### config.mk
export PLATFORM = sky130hd
export DESIGN_NAME = dmem_ctrl
export DESIGN_NICKNAME = d
export VERILOG_FILES = /design/src/rtl/dmem_pkg.sv /design/src/rtl/dmem_lane.sv /design/src/rtl/dmem_ctrl.sv
export SDC_FILE = /design/constraint.sdc
export NUM_CORES = 1
export LEC_CHECK = 0
export ABC_AREA = 1
export BUFFER_PORTS_ARGS = -buffer_cell sky130_fd_sc_hd__buf_2
export CAP_MARGIN = 40
export CORE_MARGIN = 3
export CORE_UTILIZATION = 34
export CTS_CLUSTER_SIZE = 10
export DETAILED_ROUTE_END_ITERATION = 12
export PLACE_DENSITY_LB_ADDON = 0.05
export SYNTH_ARGS = -nofsm -noshare
export SYNTH_HDL_FRONTEND = slang
export SYNTH_SLANG_ARGS = --single-unit
### constraint.sdc
create_clock -name clk -period 6.3 [get_ports clk]
set_input_delay 0.945 -clock clk [delete_from_list [all_inputs] [get_ports clk]]
set_output_delay 0.945 -clock clk [all_outputs]
set_load 0.02 [all_outputs]
### src/rtl/dmem_pkg.sv
`default_nettype none
// ============================================================================
// dmem_pkg : shared encodings and lane helpers for the data-memory controller
// Rev 1.0
// ============================================================================
package dmem_pkg;

  localparam logic [1:0] SZ_B = 2'b00;
  localparam logic [1:0] SZ_H = 2'b01;
  localparam logic [1:0] SZ_W = 2'b10;
  localparam logic [1:0] SZ_X = 2'b11;

  localparam logic [2:0] ST_IDLE    = 3'd0;
  localparam logic [2:0] ST_RD_REQ  = 3'd1;
  localparam logic [2:0] ST_RD_BUSY = 3'd2;
  localparam logic [2:0] ST_RD_WAIT = 3'd3;
  localparam logic [2:0] ST_WR_REQ  = 3'd4;
  localparam logic [2:0] ST_WR_BUSY = 3'd5;
  localparam logic [2:0] ST_WR_WAIT = 3'd6;
  localparam logic [2:0] ST_RESP    = 3'd7;

  typedef struct packed {
    logic        we;
    logic [1:0]  size;
    logic        uns;
    logic [1:0]  off;
    logic [31:0] wdata;
  } req_t;

  function automatic logic is_misaligned(input logic [1:0] size, input logic [1:0] off);
    logic bad;
    case (size)
      SZ_B:    bad = 1'b0;
      SZ_H:    bad = off[0];
      SZ_W:    bad = (off != 2'b00);
      default: bad = 1'b1;
    endcase
    return bad;
  endfunction

  function automatic logic [31:0] load_extract(input logic [31:0] word, input logic [1:0] off,
                                               input logic [1:0] size, input logic uns);
    logic [7:0]  b;
    logic [15:0] h;
    logic [31:0] r;
    b = word[{off, 3'b000} +: 8];
    h = off[1] ? word[31:16] : word[15:0];
    case (size)
      SZ_B:    r = uns ? {24'h0, b} : {{24{b[7]}}, b};
      SZ_H:    r = uns ? {16'h0, h} : {{16{h[15]}}, h};
      default: r = word;
    endcase
    return r;
  endfunction

  function automatic logic [31:0] store_merge(input logic [31:0] word, input logic [1:0] off,
                                              input logic [1:0] size, input logic [31:0] wdata);
    logic [31:0] r;
    r = word;
    case (size)
      SZ_B: r[{off, 3'b000} +: 8] = wdata[7:0];
      SZ_H: begin
        if (off[1]) r[31:16] = wdata[15:0];
        else        r[15:0]  = wdata[15:0];
      end
      default: r = wdata;
    endcase
    return r;
  endfunction

endpackage
`default_nettype wire

### src/rtl/dmem_lane.sv
`default_nettype none
// ============================================================================
// dmem_lane : byte/half lane extraction for loads and lane merge for RMW stores
// Rev 1.0
// ============================================================================
module dmem_lane
  import dmem_pkg::*;
(
  input  logic [31:0] i_word,
  input  logic [1:0]  i_off,
  input  logic [1:0]  i_size,
  input  logic        i_unsigned,
  input  logic [31:0] i_wdata,
  output logic [31:0] o_load,
  output logic [31:0] o_merge
);

  assign o_load  = load_extract(i_word, i_off, i_size, i_unsigned);
  assign o_merge = store_merge(i_word, i_off, i_size, i_wdata);

endmodule
`default_nettype wire

### src/rtl/dmem_ctrl.sv
`default_nettype none
// ============================================================================
// dmem_ctrl : initiator-side controller between the MEM stage and the
//             multi-cycle data memory (pulse protocol, RMW sub-word stores)
// Rev 1.0
// ============================================================================
module dmem_ctrl
  import dmem_pkg::*;
#(
  parameter int TIMEOUT = 15,
  parameter int TO_W    = 4
) (
  input  logic        clk,
  input  logic        rst,
  input  logic        i_req_valid,
  input  logic        i_req_we,
  input  logic [1:0]  i_req_size,
  input  logic        i_req_unsigned,
  input  logic [31:0] i_req_addr,
  input  logic [31:0] i_req_wdata,
  output logic        o_req_ready,
  output logic        o_resp_valid,
  output logic [31:0] o_resp_rdata,
  output logic        o_resp_err,
  output logic [31:0] o_mem_addr,
  output logic [31:0] o_mem_wdata,
  output logic        o_mem_read,
  output logic        o_mem_write,
  input  logic [31:0] i_mem_rdata,
  input  logic        i_mem_ready
);

  logic [2:0]      r_state;
  req_t            r_req;
  logic [TO_W-1:0] r_to_cnt;
  logic            r_mem_read;
  logic            r_mem_write;
  logic [31:0]     r_mem_addr;
  logic [31:0]     r_mem_wdata;
  logic            r_resp_err;
  logic [31:0]     r_resp_rdata;

  logic            w_bad;
  logic            w_to_hit;
  logic [31:0]     w_load;
  logic [31:0]     w_merge;

  assign w_bad    = is_misaligned(i_req_size, i_req_addr[1:0]);
  // Abort on the edge that closes the TIMEOUT-th cycle spent in a wait state
  assign w_to_hit = (r_to_cnt == TO_W'(TIMEOUT - 1));

  // Lane logic looks straight at the returning word so the load result and
  // the RMW merge are both ready on the completion edge
  dmem_lane u_lane (
    .i_word     (i_mem_rdata),
    .i_off      (r_req.off),
    .i_size     (r_req.size),
    .i_unsigned (r_req.uns),
    .i_wdata    (r_req.wdata),
    .o_load     (w_load),
    .o_merge    (w_merge)
  );

  always_ff @(posedge clk or posedge rst) begin
    if (rst) begin
      r_state      <= ST_IDLE;
      r_req        <= '0;
      r_to_cnt     <= '0;
      r_mem_read   <= 1'b0;
      r_mem_write  <= 1'b0;
      r_mem_addr   <= '0;
      r_mem_wdata  <= '0;
      r_resp_err   <= 1'b0;
      r_resp_rdata <= '0;
    end else begin
      // Strobes are one-cycle pulses unless a branch below raises them
      r_mem_read  <= 1'b0;
      r_mem_write <= 1'b0;
      case (r_state)
        ST_IDLE: begin
          if (i_req_valid) begin
            r_req        <= '{we: i_req_we, size: i_req_size, uns: i_req_unsigned,
                              off: i_req_addr[1:0], wdata: i_req_wdata};
            r_mem_addr   <= {i_req_addr[31:2], 2'b00};
            r_resp_err   <= 1'b0;
            r_resp_rdata <= '0;
            if (w_bad) begin
              r_resp_err <= 1'b1;
              r_state    <= ST_RESP;
            end else if (i_req_we && (i_req_size == SZ_W)) begin
              r_mem_wdata <= i_req_wdata;
              r_mem_write <= 1'b1;
              r_state     <= ST_WR_REQ;
            end else begin
              r_mem_read <= 1'b1;
              r_state    <= ST_RD_REQ;
            end
          end
        end

        ST_RD_REQ: begin
          r_to_cnt <= '0;
          r_state  <= ST_RD_BUSY;
        end

        ST_RD_BUSY: begin
          if (!i_mem_ready) begin
            r_to_cnt <= '0;
            r_state  <= ST_RD_WAIT;
          end else if (w_to_hit) begin
            r_resp_err   <= 1'b1;
            r_resp_rdata <= '0;
            r_state      <= ST_RESP;
          end else begin
            r_to_cnt <= r_to_cnt + 1'b1;
          end
        end

        ST_RD_WAIT: begin
          if (i_mem_ready) begin
            if (r_req.we) begin
              r_mem_wdata <= w_merge;
              r_mem_write <= 1'b1;
              r_state     <= ST_WR_REQ;
            end else begin
              r_resp_rdata <= w_load;
              r_state      <= ST_RESP;
            end
          end else if (w_to_hit) begin
            r_resp_err   <= 1'b1;
            r_resp_rdata <= '0;
            r_state      <= ST_RESP;
          end else begin
            r_to_cnt <= r_to_cnt + 1'b1;
          end
        end

        ST_WR_REQ: begin
          r_to_cnt <= '0;
          r_state  <= ST_WR_BUSY;
        end

        ST_WR_BUSY: begin
          if (!i_mem_ready) begin
            r_to_cnt <= '0;
            r_state  <= ST_WR_WAIT;
          end else if (w_to_hit) begin
            r_resp_err   <= 1'b1;
            r_resp_rdata <= '0;
            r_state      <= ST_RESP;
          end else begin
            r_to_cnt <= r_to_cnt + 1'b1;
          end
        end

        ST_WR_WAIT: begin
          if (i_mem_ready) begin
            r_state <= ST_RESP;
          end else if (w_to_hit) begin
            r_resp_err   <= 1'b1;
            r_resp_rdata <= '0;
            r_state      <= ST_RESP;
          end else begin
            r_to_cnt <= r_to_cnt + 1'b1;
          end
        end

        ST_RESP: begin
          r_state <= ST_IDLE;
        end

        default: begin
          r_state <= ST_IDLE;
        end
      endcase
    end
  end

  assign o_req_ready  = (r_state == ST_IDLE);
  assign o_resp_valid = (r_state == ST_RESP);
  assign o_resp_rdata = r_resp_rdata;
  assign o_resp_err   = r_resp_err;
  assign o_mem_addr   = r_mem_addr;
  assign o_mem_wdata  = r_mem_wdata;
  assign o_mem_read   = r_mem_read;
  assign o_mem_write  = r_mem_write;

endmodule
`default_nettype wire

==> summary.txt, run 1 <==
Place
  • Placed instance area: 0.00929 mm2
  • IO buf count: 202
  • Dpl ws: 3.02 ns
  • Final HPWL DP: 21.0 mm
  • DP Cell Count: 1593
  • Gp weighted congestion: 0.863

Setup path
  • Crit-path max FO: 21
  • Critical Path RT: 6.62 ns
  • Worst R2R Start: r_req[32]
  • Worst Path Class, Setup: reg2reg
  • Worst reg-to-reg setup slack: 3.31 ns
  • Worst reg2reg path depth: 8
  • Critical path arrival: 3.31 ns
  • Worst setup EP type: flop
  • Startpoint types: flop
  • FF-to-FF End: o_mem_wdata[1]

Die
  • DIE WIDTH: 159 um
  • Core area: 0.0228 mm2
  • Die Ht: 159 um
  • Die ar.: 0.0253 mm2
  • # IOs: 205
  • Initial core utilization: 34.9%
  • Row Count: 55

Yosys
  • Syn Inst Count: 1128
  • Synth top area share: 44.5%
  • Netlist cell types: 36
  • Post-synthesis area per instance: 7.07 um2
  • YS warnings: 0
  • Area leader, netlist: dfrtp_1
  • Top post-synthesis cells by area: dfrtp_1, nand2_1, a21oi_1
  • Sequential area share after synthesis: 44.5%
  • Synthesized cell area: 0.00798 mm2
  • Yosys reg bits: 142

Clock network
  • CTS buffer count: 17
  • Clk root buf: clkbuf_16
  • Sink Count: 142
  • CTS tree: done
  • Clk_lat worst skew: 0.43 ns
  • CTS max path bufs: 2
  • Hold-fix buffers, CTS: 0
  • Max H-tree Level: 4
  • Setup Buffers After CTS: 0
  • Clock-pin slew on the worst setup and hold paths: 0.07 ns
  • # resized after CTS: 0

Final layout
  • Share of cells above drive strength 1: 20.9%
  • # fillers: 2490
  • Synthesis-to-layout area growth: 23.5%
  • Most common cell after layout, fill and taps aside: nand2_1
  • Most frequent cells in the layout: nand2_1, buf_2, dfrtp_1
  • Fin cells: 1624
  • Utilization after layout: 43.1%
  • Final nets: 1410
  • # diodes: 0
  • Layout Cell Area excl Fill: 0.00985 mm2

Timing
  • Setup_tns: 0 ns
  • Slew headroom: 46.0%
  • Actual slew at the worst max-slew pin: 0.809 ns
  • Fin crit period: 2.99 ns
  • Count of final setup violators: 0
  • RSZ-0062 raised after global routing: no
  • Fmax: 0.335 GHz
  • Tcrit/Tclk final: 47.4%
  • Worst setup margin: 3.31 ns
  • Max Slew Vio Count: 0
  • Setup Skew: 0.00926 ns
  • Final hold viol count: 0

Routing
  • Vias/cell: 4.98
  • Via count: 8095
  • DRT Pass-1 Iters: 5
  • Remaining DRCs: 0
  • Initial drt markers: 674
  • Final ANT Viol Nets: 0
  • WL/cell: 17.5 um
  • Final wirelength: 28.5 mm

Power and ir drop
  • Power per Cell Area: 521 mW/mm2
  • Worst VDD drop: 0.212 mV
  • Pleak: 0.00527 uW

Min path
  • Worst Hold Class: reg2reg
  • Hold Path Cell Cnt: 2
  • Worst Hold Endpoint: o_mem_addr[6]
  • Worst Hold Launch: o_mem_addr[6]

Global route
  • Global-route wire length before repair: 45.3 mm
  • GRT Overall Usage: 22.4%
  • Vias in the first global route: 7764
  • Total grt overflow: 0
  • Pin count of the biggest net entering global routing: 79
  • Initial antenna violation count: 1

Run
  • # Max-Cap Violations: 0

Outcome
  • Status: completed
==> per-layer routing <==
metal | track usage [%] | up-vias | share of wire (%)
li1 | - | 4014 | -
met1 | 33.8 | 3797 | 50
met2 | 33.5 | 260 | 44
met3 | 4.27 | 22 | 5.4
met4 | 4.58 | 2 | 0.94
met5 | 0 | - | 0.046
==> worst max path at each step <==
stage                            from               to  slack, ns  depth (start not counted)
after floorplan                   rst   o_mem_addr[10]       1.55                          1
after detailed placement  i_req_valid   o_mem_wdata[9]       3.02                         10
after CTS                  r_state[0]  o_mem_wdata[15]       3.33                         10
final                       r_req[32]   o_mem_wdata[1]       3.31                          8
after global placement      r_req[33]   o_mem_wdata[1]       2.94                          7
after global routing       r_state[0]  o_mem_wdata[12]       3.03                         10
==> cells in the mapped netlist, drive strengths merged <==
| cell type | number |
|---|---|
| clkbuf | 40 |
| xor2 | 3 |
| or2 | 1 |
| nor3 | 5 |
| o31ai | 1 |
| a21oi | 112 |
| o21a | 1 |
| ha | 7 |
| clkinv | 1 |
| nand3 | 65 |
| o311ai | 8 |
| inv | 79 |
| a211oi | 1 |
| buf | 23 |
| nand2 | 459 |
| nand4 | 8 |
| o22ai | 5 |
| a22oi | 1 |
| o211ai | 25 |
| nor2 | 39 |
| o2111ai | 1 |
| dfrtp | 142 |
| o21ai | 100 |
| conb | 1 |
==> registers in the layout, indices dropped and copies added, names as in the netlist <==
| signal | cells |
|---|---|
| o_mem_addr | 30 |
| o_mem_read | 1 |
| o_mem_wdata | 32 |
| o_mem_write | 1 |
| o_resp_err | 1 |
| o_resp_rdata | 32 |
| r_req | 38 |
| r_state | 3 |
| r_to_cnt | 4 |
==> worst max-delay path: stages (launching register included) <==
cell	delay, ns
dfrtp_1	0.62
buf_8	0.23
clkinv_1	0.37
ha_1	0.64
nor3_1	0.09
a21oi_1	0.60
o21ai_0	0.18
nand3_1	0.10
nand2_1	0.05
==> where the power goes <==
part | switching (uW) | total [uW] | leakage, uW | internal (uW)
Combinational | 1800 | 2550 | 0.00317 | 752
Sequential | 296 | 1590 | 0.00182 | 1290
Clock | 436 | 996 | 0.000268 | 560
Total | 2530 | 5130 | 0.00527 | 2610
==> final cells by class <==
class / count / area [um2] / share of cell area [%]
well taps: 313 / 392 / 3.97
clock inverters: 13 / 129 / 1.31
repair buffers: 214 / 1180 / 12.0
clock buffers: 18 / 439 / 4.46
inverters: 80 / 305 / 3.10
multi-input cells: 844 / 3850 / 39.1
flip-flops and latches: 142 / 3550 / 36.1
==> stage by stage <==
stage / power [uW] / hold WS, ns
floorplan: 3300 / 0.442
global placement: 4070 / 0.450
detailed placement: 4130 / 0.454
CTS: 5160 / 0.470
global route: 5550 / 0.490
finish: 5130 / 0.466
==> logic make-up (layout without fill, tap and decap cells) <==
group	after synthesis	after routing	share of synthesized area [%]
other cells	1	2	0.0470
buf+inv	143	325	7.31
xor+xnor	3	3	0.329
simple gates	577	577	29.2
fa+ha+maj	7	7	1.10
compound gates	255	255	17.5
flops	142	142	44.5
No activity file was read; power rests on OpenSTA's default activity.
==> run 2: changes to the inputs <==
- ABC_AREA: 1 -> 0
- clock period: 6.3 -> 3.1 ns (I/O delays scaled with it)
==> run 2 against run 1 <==
  * Utilization about the same
  * Maximum frequency increased by 28%
  * Sequential share of layout area increased by 1.6 points
  * Setup slack got worse by 2.5 ns
  * Clock-buffer cell count unchanged
  * Critical path depth decreased by 3
  * Worst hold slack got worse by 0.27 ns
  * Sequential power increased by 110%
  * Cell count decreased by 27%
  * Largest power group unchanged
==> summary.txt, run 2 <==
Outcome
  • Status: completed

Power and ir drop
  • Clock power frac: 19.8% (+0.4 points)
  • Pleak: 0.00442 uW (-16%)
  • Total net switching power: 4350 uW (+72%)
  • Worst VDD drop: 0.414 mV (+96%)
  • Share of power burned in registers: 33.0% (+2.0 points)
  • Comb pwr share: 47.2% (-2.4 points)
  • Power Internal: 5890 uW (+130%)
  • Sw frac: 42.5% (-6.7 points)
  • Power per Cell Area: 1090 mW/mm2 (+110%)

Final layout
  • Fin cells: 1179 (-27%)
  • # diodes: 0 (unchanged)
  • Most common cell after layout, fill and taps aside: buf_2
  • Utilization after layout: 43.1% (about the same)
  • Most frequent cells in the layout: buf_2, dfrtp_1, mux2_2
  • Final nets: 999 (-29%)
  • Max reg flops: 38 (unchanged)
  • Share of cells above drive strength 1: 40.2% (+19 points)
  • Biggest register: r_req
  • Layout Cell Area excl Fill: 0.00943 mm2 (-4.3%)
  • Synthesis-to-layout area growth: 24.0%

Timing
  • Fmax: 0.429 GHz (+28%)
  • Setup Skew: 0.00899 ns (-0.000276 ns)
  • Final hold viol count: 0 (unchanged)
  • Count of final setup violators: 0 (unchanged)
  • Actual slew at the worst max-slew pin: 0.888 ns (+0.0784 ns)
  • Max Slew Vio Count: 0 (unchanged)
  • Setup_tns: 0 ns (unchanged)
  • Slew headroom: 40.8% (-5.1 points)
  • RSZ-0062 raised after global routing: no
  • Fin crit period: 2.33 ns (-0.656 ns)
  • Tcrit/Tclk final: 75.2% (+28 points)

Clock network
  • Clk_lat worst skew: 0.42 ns (about the same)
  • Clk root buf: clkbuf_16
  • CTS tree: done
  • Clock-pin slew on the worst setup and hold paths: 0.06 ns (about the same)
  • Hold-fix buffers, CTS: 0 (unchanged)
  • Max H-tree Level: 4 (unchanged)
  • Sink Count: 142 (unchanged)
  • CTS buffer count: 17 (unchanged)
  • Setup Buffers After CTS: 0 (unchanged)
  • # resized after CTS: 0 (unchanged)
  • CTS max path bufs: 2 (unchanged)

Yosys
  • Ys async rst share: 100% (unchanged)
  • YS warnings: 0 (unchanged)
  • Synthesized cell area: 0.00761 mm2 (-4.6%)
  • Netlist cell types: 58 (+61%)
  • Synthesized-area fraction occupied by and/or/nand/nor cells: 11.9% (-17 points)
  • Post-synthesis adder-cell area fraction: 1.28% (+0.18 points)
  • Most used standard cell by instance count after synthesis: dfrtp_1
  • Synth Flop Type: dfrtp_1
  • Post-synthesis area per instance: 10.8 um2 (+53%)
  • Post-Synth XOR/XNOR Area: 0.230% (-0.099 points)
  • Largest family of logic cells by synthesized area: compound AO/OA/AOI/OAI gates
  • Synth Area in Compound Gates: 19.2% (+1.7 points)
  • Syn Inst Count: 702 (-38%)
  • Post-synthesis mux area share: 16.4% (+16 points)
  • Top cells by count, synth: dfrtp_1, mux2_2, nand2_1
  • Top post-synthesis cells by area: dfrtp_1, mux2_2, a22oi_1
  • Area leader, netlist: dfrtp_1
  • Synth top area share: 46.7% (+2.2 points)
  • Yosys reg bits: 142 (unchanged)
  • Number of synthesized flops with an enable pin: 0 (unchanged)
  • Sequential area share after synthesis: 46.7% (+2.2 points)

Global route
  • GRT Overall Usage: 20.5% (-1.9 points)
  • GRT met1 Usage: 27.9% (-6.0 points)
  • Top Usage Layer GRT: met2
  • Initial antenna violation count: 0 (-1)
  • Pin count of the biggest net entering global routing: 143 (+81%)
  • Total grt overflow: 0 (unchanged)
  • Global-route wire length before repair: 38.7 mm (-15%)
  • Vias in the first global route: 6516 (-16%)
  • Met3 GRT Util: 4.41% (+0.14 points)
  • Global-route met2 utilization: 33.3% (-0.21 points)

Place
  • Placed instance area: 0.00887 mm2 (-4.5%)
  • Final HPWL DP: 17.6 mm (-16%)
  • DP Cell Count: 1149 (-28%)
  • IO buf count: 202 (unchanged)
  • Gp weighted congestion: 0.871 (+1.0%)

Setup path
  • Crit-path max FO: 24 (+14%)
  • Critical Path RT: 3.40 ns (-3.22 ns)
  • Startpoint types: flop
  • Critical path arrival: 2.63 ns (-0.68 ns)
  • Worst setup EP type: flop
  • Worst Path Class, Setup: reg2reg

Routing
  • DRT Pass-1 Iters: 5 (unchanged)
  • Initial drt markers: 490 (-27%)
  • Final ANT Viol Nets: 0 (unchanged)
  • Via count: 6523 (-19%)
  • Vias/cell: 5.53 (+11%)
  • WL/cell: 21.4 um (+22%)
  • Final wirelength: 25.2 mm (-12%)
  • Remaining DRCs: 0 (unchanged)

Die
  • DIE WIDTH: 156 um (-2.2%)
  • # IOs: 205 (unchanged)
  • Initial core utilization: 34.8% (-0.16 points)
  • Die ar.: 0.0242 mm2 (-4.4%)
  • Die Ht: 156 um (-2.2%)
  • Row Count: 54 (-1.8%)
  • Core area: 0.0219 mm2 (-4.2%)

Run
  • # Max-Cap Violations: 0 (unchanged)

Min path
  • Worst Hold Class: in2async
run 2: cell types whose count changed after synthesis, moves of 48 or more:
cell / change
a21oi_1: -78
inv_1: -48
mux2_2: +93
nand2_1: -378
nand3_1: -60
o21ai_0: -71
run 2: final timing paths:
kind,slack (ns),depth (start not counted),start,endpoint
worst min register to register,0.50,1,o_resp_rdata[28],o_resp_rdata[28]
worst min-delay path,0.19,3,rst,o_resp_rdata[27]
min in group clk,0.25,3,i_req_wdata[7],r_req[7]
worst max register to register,0.77,5,r_state[2],o_resp_rdata[16]
worst max-delay path,0.77,5,r_state[2],o_resp_rdata[16]
max in group asynchronous,2.18,3,rst,o_resp_rdata[0]
run 2: metrics by stage:
stage | power [uW] | setup WS, ns | hold WS, ns
after floorplan | 6730 | 0.695 | 0.463
after global placement | 8170 | 0.699 | 0.483
after detailed placement | 8270 | 0.651 | 0.489
after CTS | 10300 | 0.763 | 0.231
after global routing | 10900 | 0.584 | 0.241
final | 10200 | 0.770 | 0.193
run 2: cell families after synthesis:
kind of cell	after synthesis
other cells	1
buf+inv	68
fa+ha+maj	8
xor+xnor	2
simple gates	181
mux	103
flops	142
compound gates	197
run 2: critical path: stages, from the launching register on:
cell and delay (ns):
dfrtp_1 0.72, and4bb_2 0.32, a211oi_4 0.33, or2_1 0.18, nand2_2 0.30, a22o_1 0.36
run 2: metal layers:
| layer | routed length, um | part of all wire, % |
|---|---|---|
| met3 | 1650 | 6.6 |
| met1 | 11000 | 44 |
| met5 | 0 | 0 |
| met2 | 12100 | 48 |
| met4 | 488 | 1.9 |
run 2: power groups by stage:
stage          logic [uW]  registers [uW]  clock network (uW)
3_3_place_gp         4790            3380                   0
4_1_cts              4880            3390                2080
5_1_grt              5270            3490                2150
6_report             4840            3380                2020
3_5_place_dp         4870            3400                   0
2_1_floorplan        2830            3900                   0
run 2: layout make-up:
class,count,area (um2)
clock buffer,18,429
clock inverter,12,139
fill,2172,12500
inverter,19,75.1
multi-input combinational,493,3750
sequential,142,3550
tap,280,350
timing repair buffer,215,1130
==> run 3: changes to the inputs <==
- clock period: 3.1 -> 2.2 ns (I/O delays scaled with it)
==> run 3 against run 2 <==
  * Critical endpoint is now o_mem_wdata[5]
  * Utilization grew 1.6 points
  * Non-clock buffer count grew 27
  * Largest power group unchanged
  * Setup slack lost 0.67 ns
  * Die area is the same
  * Maximum frequency grew 11%
  * Clock-buffer cell count is the same
  * Register-to-register slack lost 0.67 ns
  * Global-route usage grew 0.94 points
  * Via count grew 2.8%
==> summary.txt, run 3 (same netlist as run 2, synthesis figures left out) <==
Timing
  • Fmax: 0.476 GHz (+11%)
  • Setup Skew: 0.00791 ns (-0.00108 ns)
  • Tcrit/Tclk final: 95.4% (+20 points)
  • RSZ-0062 raised after global routing: no
  • WHS: 0.112 ns (-0.0813 ns)
  • Fin crit period: 2.10 ns (-0.230 ns)
  • Actual slew at the worst max-slew pin: 0.608 ns (-0.280 ns)
  • Slew headroom: 59.5% (+19 points)
  • Count of final setup violators: 0 (unchanged)
  • Max Slew Vio Count: 0 (unchanged)
  • Final hold viol count: 0 (unchanged)

Routing
  • Final ANT Viol Nets: 0 (unchanged)
  • Remaining DRCs: 0 (unchanged)
  • Initial drt markers: 426 (-13%)
  • Final wirelength: 26.1 mm (+3.7%)
  • Vias/cell: 5.55 (+0.29%)
  • Via count: 6703 (+2.8%)
  • DRT Pass-1 Iters: 6 (+1)
  • WL/cell: 21.6 um (+1.2%)

Global route
  • GRT Overall Usage: 21.5% (+0.94 points)
  • Pin count of the biggest net entering global routing: 75 (-48%)
  • Initial antenna violation count: 0 (unchanged)
  • Vias in the first global route: 6774 (+4.0%)
  • Total grt overflow: 0 (unchanged)
  • Global-route wire length before repair: 40.3 mm (+4.2%)

Final layout
  • Max reg flops: 38 (unchanged)
  • Multi-input gate area: 0.00378 mm2 (+0.63%)
  • FF+latch area: 0.00355 mm2 (unchanged)
  • Synthesis-to-layout area growth: 28.5%
  • Fin cells: 1208 (+2.5%)
  • Utilization after layout: 44.7% (+1.6 points)
  • Biggest register: r_req
  • # diodes: 0 (unchanged)
  • Share of cells above drive strength 1: 42.1% (+2.0 points)
  • Layout Cell Area excl Fill: 0.00978 mm2 (+3.7%)
  • Most frequent cells in the layout: buf_2, dfrtp_1, mux2_2
  • Final nets: 1026 (+2.7%)
  • Most common cell after layout, fill and taps aside: buf_2
  • # fillers: 2153 (-0.87%)

Clock network
  • Clk_lat worst skew: 0.43 ns (about the same)
  • Max H-tree Level: 4 (unchanged)
  • CTS max path bufs: 2 (unchanged)
  • Sink Count: 142 (unchanged)
  • CTS buffer count: 17 (unchanged)
  • Clk root buf: clkbuf_16
  • Clock-pin slew on the worst setup and hold paths: 0.07 ns (about the same)
  • CTS tree: done

Power and ir drop
  • Pleak: 0.00461 uW (+4.3%)
  • Power per Cell Area: 1540 mW/mm2 (+42%)
  • Worst VDD drop: 0.641 mV (+55%)

Place
  • Placed instance area: 0.00912 mm2 (+2.8%)
  • Gp weighted congestion: 0.873 (+0.15%)
  • DP Cell Count: 1174 (+2.2%)
  • Final HPWL DP: 19.1 mm (+8.3%)
  • IO buf count: 202 (unchanged)

Setup path
  • Worst reg2reg path depth: 7 (+2)
  • Worst Path Class, Setup: reg2reg
  • Startpoint types: flop
  • Biggest cell delay along the critical path: 0.39 ns (-0.33 ns)
  • Critical path arrival: 2.41 ns (-0.22 ns)
  • Worst setup EP type: flop
  • Crit-path max FO: 12 (-50%)
  • Crit-path cells: inv_1 > buf_4 > ha_1 > nor4b_1 > o21a_1 > a221o_1 > mux2_2
  • Crit-path slowest cell: ha_1
  • Critical Path RT: 2.51 ns (-0.89 ns)

Min path
  • Worst Hold Class: in2reg
  • Hold Path Cell Cnt: 3

Die
  • Die ar.: 0.0242 mm2 (unchanged)
  • Row Count: 54 (unchanged)
  • # IOs: 205 (unchanged)
  • Die Ht: 156 um (unchanged)
  • Initial core utilization: 34.8% (unchanged)
  • Core area: 0.0219 mm2 (unchanged)
  • DIE WIDTH: 156 um (unchanged)

Outcome
  • Status: completed

Run
  • # Max-Cap Violations: 0 (unchanged)
## run 3: changes by cell type in the layout (fill, tap and decap cells not counted), moves of 2 or more
cell	delta
inv_8	+3
clkinv_4	-2
buf_12	+6
inv_6	+3
buf_4	+18
## run 3: through the flow
step / setup TNS, ns / power (uW) / worst slack, ns
after floorplan: 0 / 9520 / 0.0197
after detailed placement: 0 / 12100 / 0.0400
after global routing: 0 / 16100 / 0.00700
after global placement: -0.314 / 12000 / -0.0517
after CTS: 0 / 15200 / 0.0237
final: 0 / 15100 / 0.100
## run 3: where the power goes
part	switching, uW	internal [uW]	leakage [uW]	total, uW
Sequential	883	3820	0.00177	4700
Clock	1290	1750	0.000291	3030
Combinational	4220	3150	0.00254	7380
Total	6390	8720	0.00461	15100
## run 3: final timing paths
path	to	slack [ns]	from
max	o_mem_wdata[5]	0.10	r_req[33]
min	r_req[3]	0.11	i_req_wdata[3]
max reg2reg	o_mem_wdata[5]	0.10	r_req[33]
min reg2reg	o_mem_wdata[14]	0.49	o_mem_wdata[14]
max in group asynchronous	o_mem_addr[30]	1.06	rst
min in group asynchronous	o_mem_wdata[9]	0.45	rst
## run 3: final cells by class
cell class                      count  share of cell area, %
Inverter                           19                  0.768
Clock buffer                       18                   4.49
Timing Repair Buffer              242                   14.5
Multi-Input combinational cell    493                   38.6
Sequential cell                   142                   36.3
Tap cell                          280                   3.58
Clock inverter                     14                   1.73
## run 3: layer usage
metal | global-route usage (%) | part of all wire (%)
met1 | 29.4 | 43
met2 | 35.1 | 48
met4 | 6.34 | 2.1
met3 | 3.80 | 6.0
met5 | 0 | 0
## run 3: worst max-delay path, delay by kind of cell (launching register included)
| family | cells | cell delay [ns] |
|---|---|---|
| multiplexers | 1 | 0.26 |
| buffers and inverters | 2 | 0.25 |
| adder cells (fa/ha/maj) | 1 | 0.39 |
| AND/OR/NAND/NOR | 1 | 0.08 |
| flip-flops | 1 | 0.36 |
| AO/OA/AOI/OAI | 2 | 0.64 |
## run 3: what timing repair did
item / 4_1_cts / 5_1_grt
endpoints found under the hold margin: 12 / 0
hold buffers: 1 / 0
setup buffers: 0 / 1
resized for setup: 0 / 4
endpoints found under the setup margin: 0 / 37
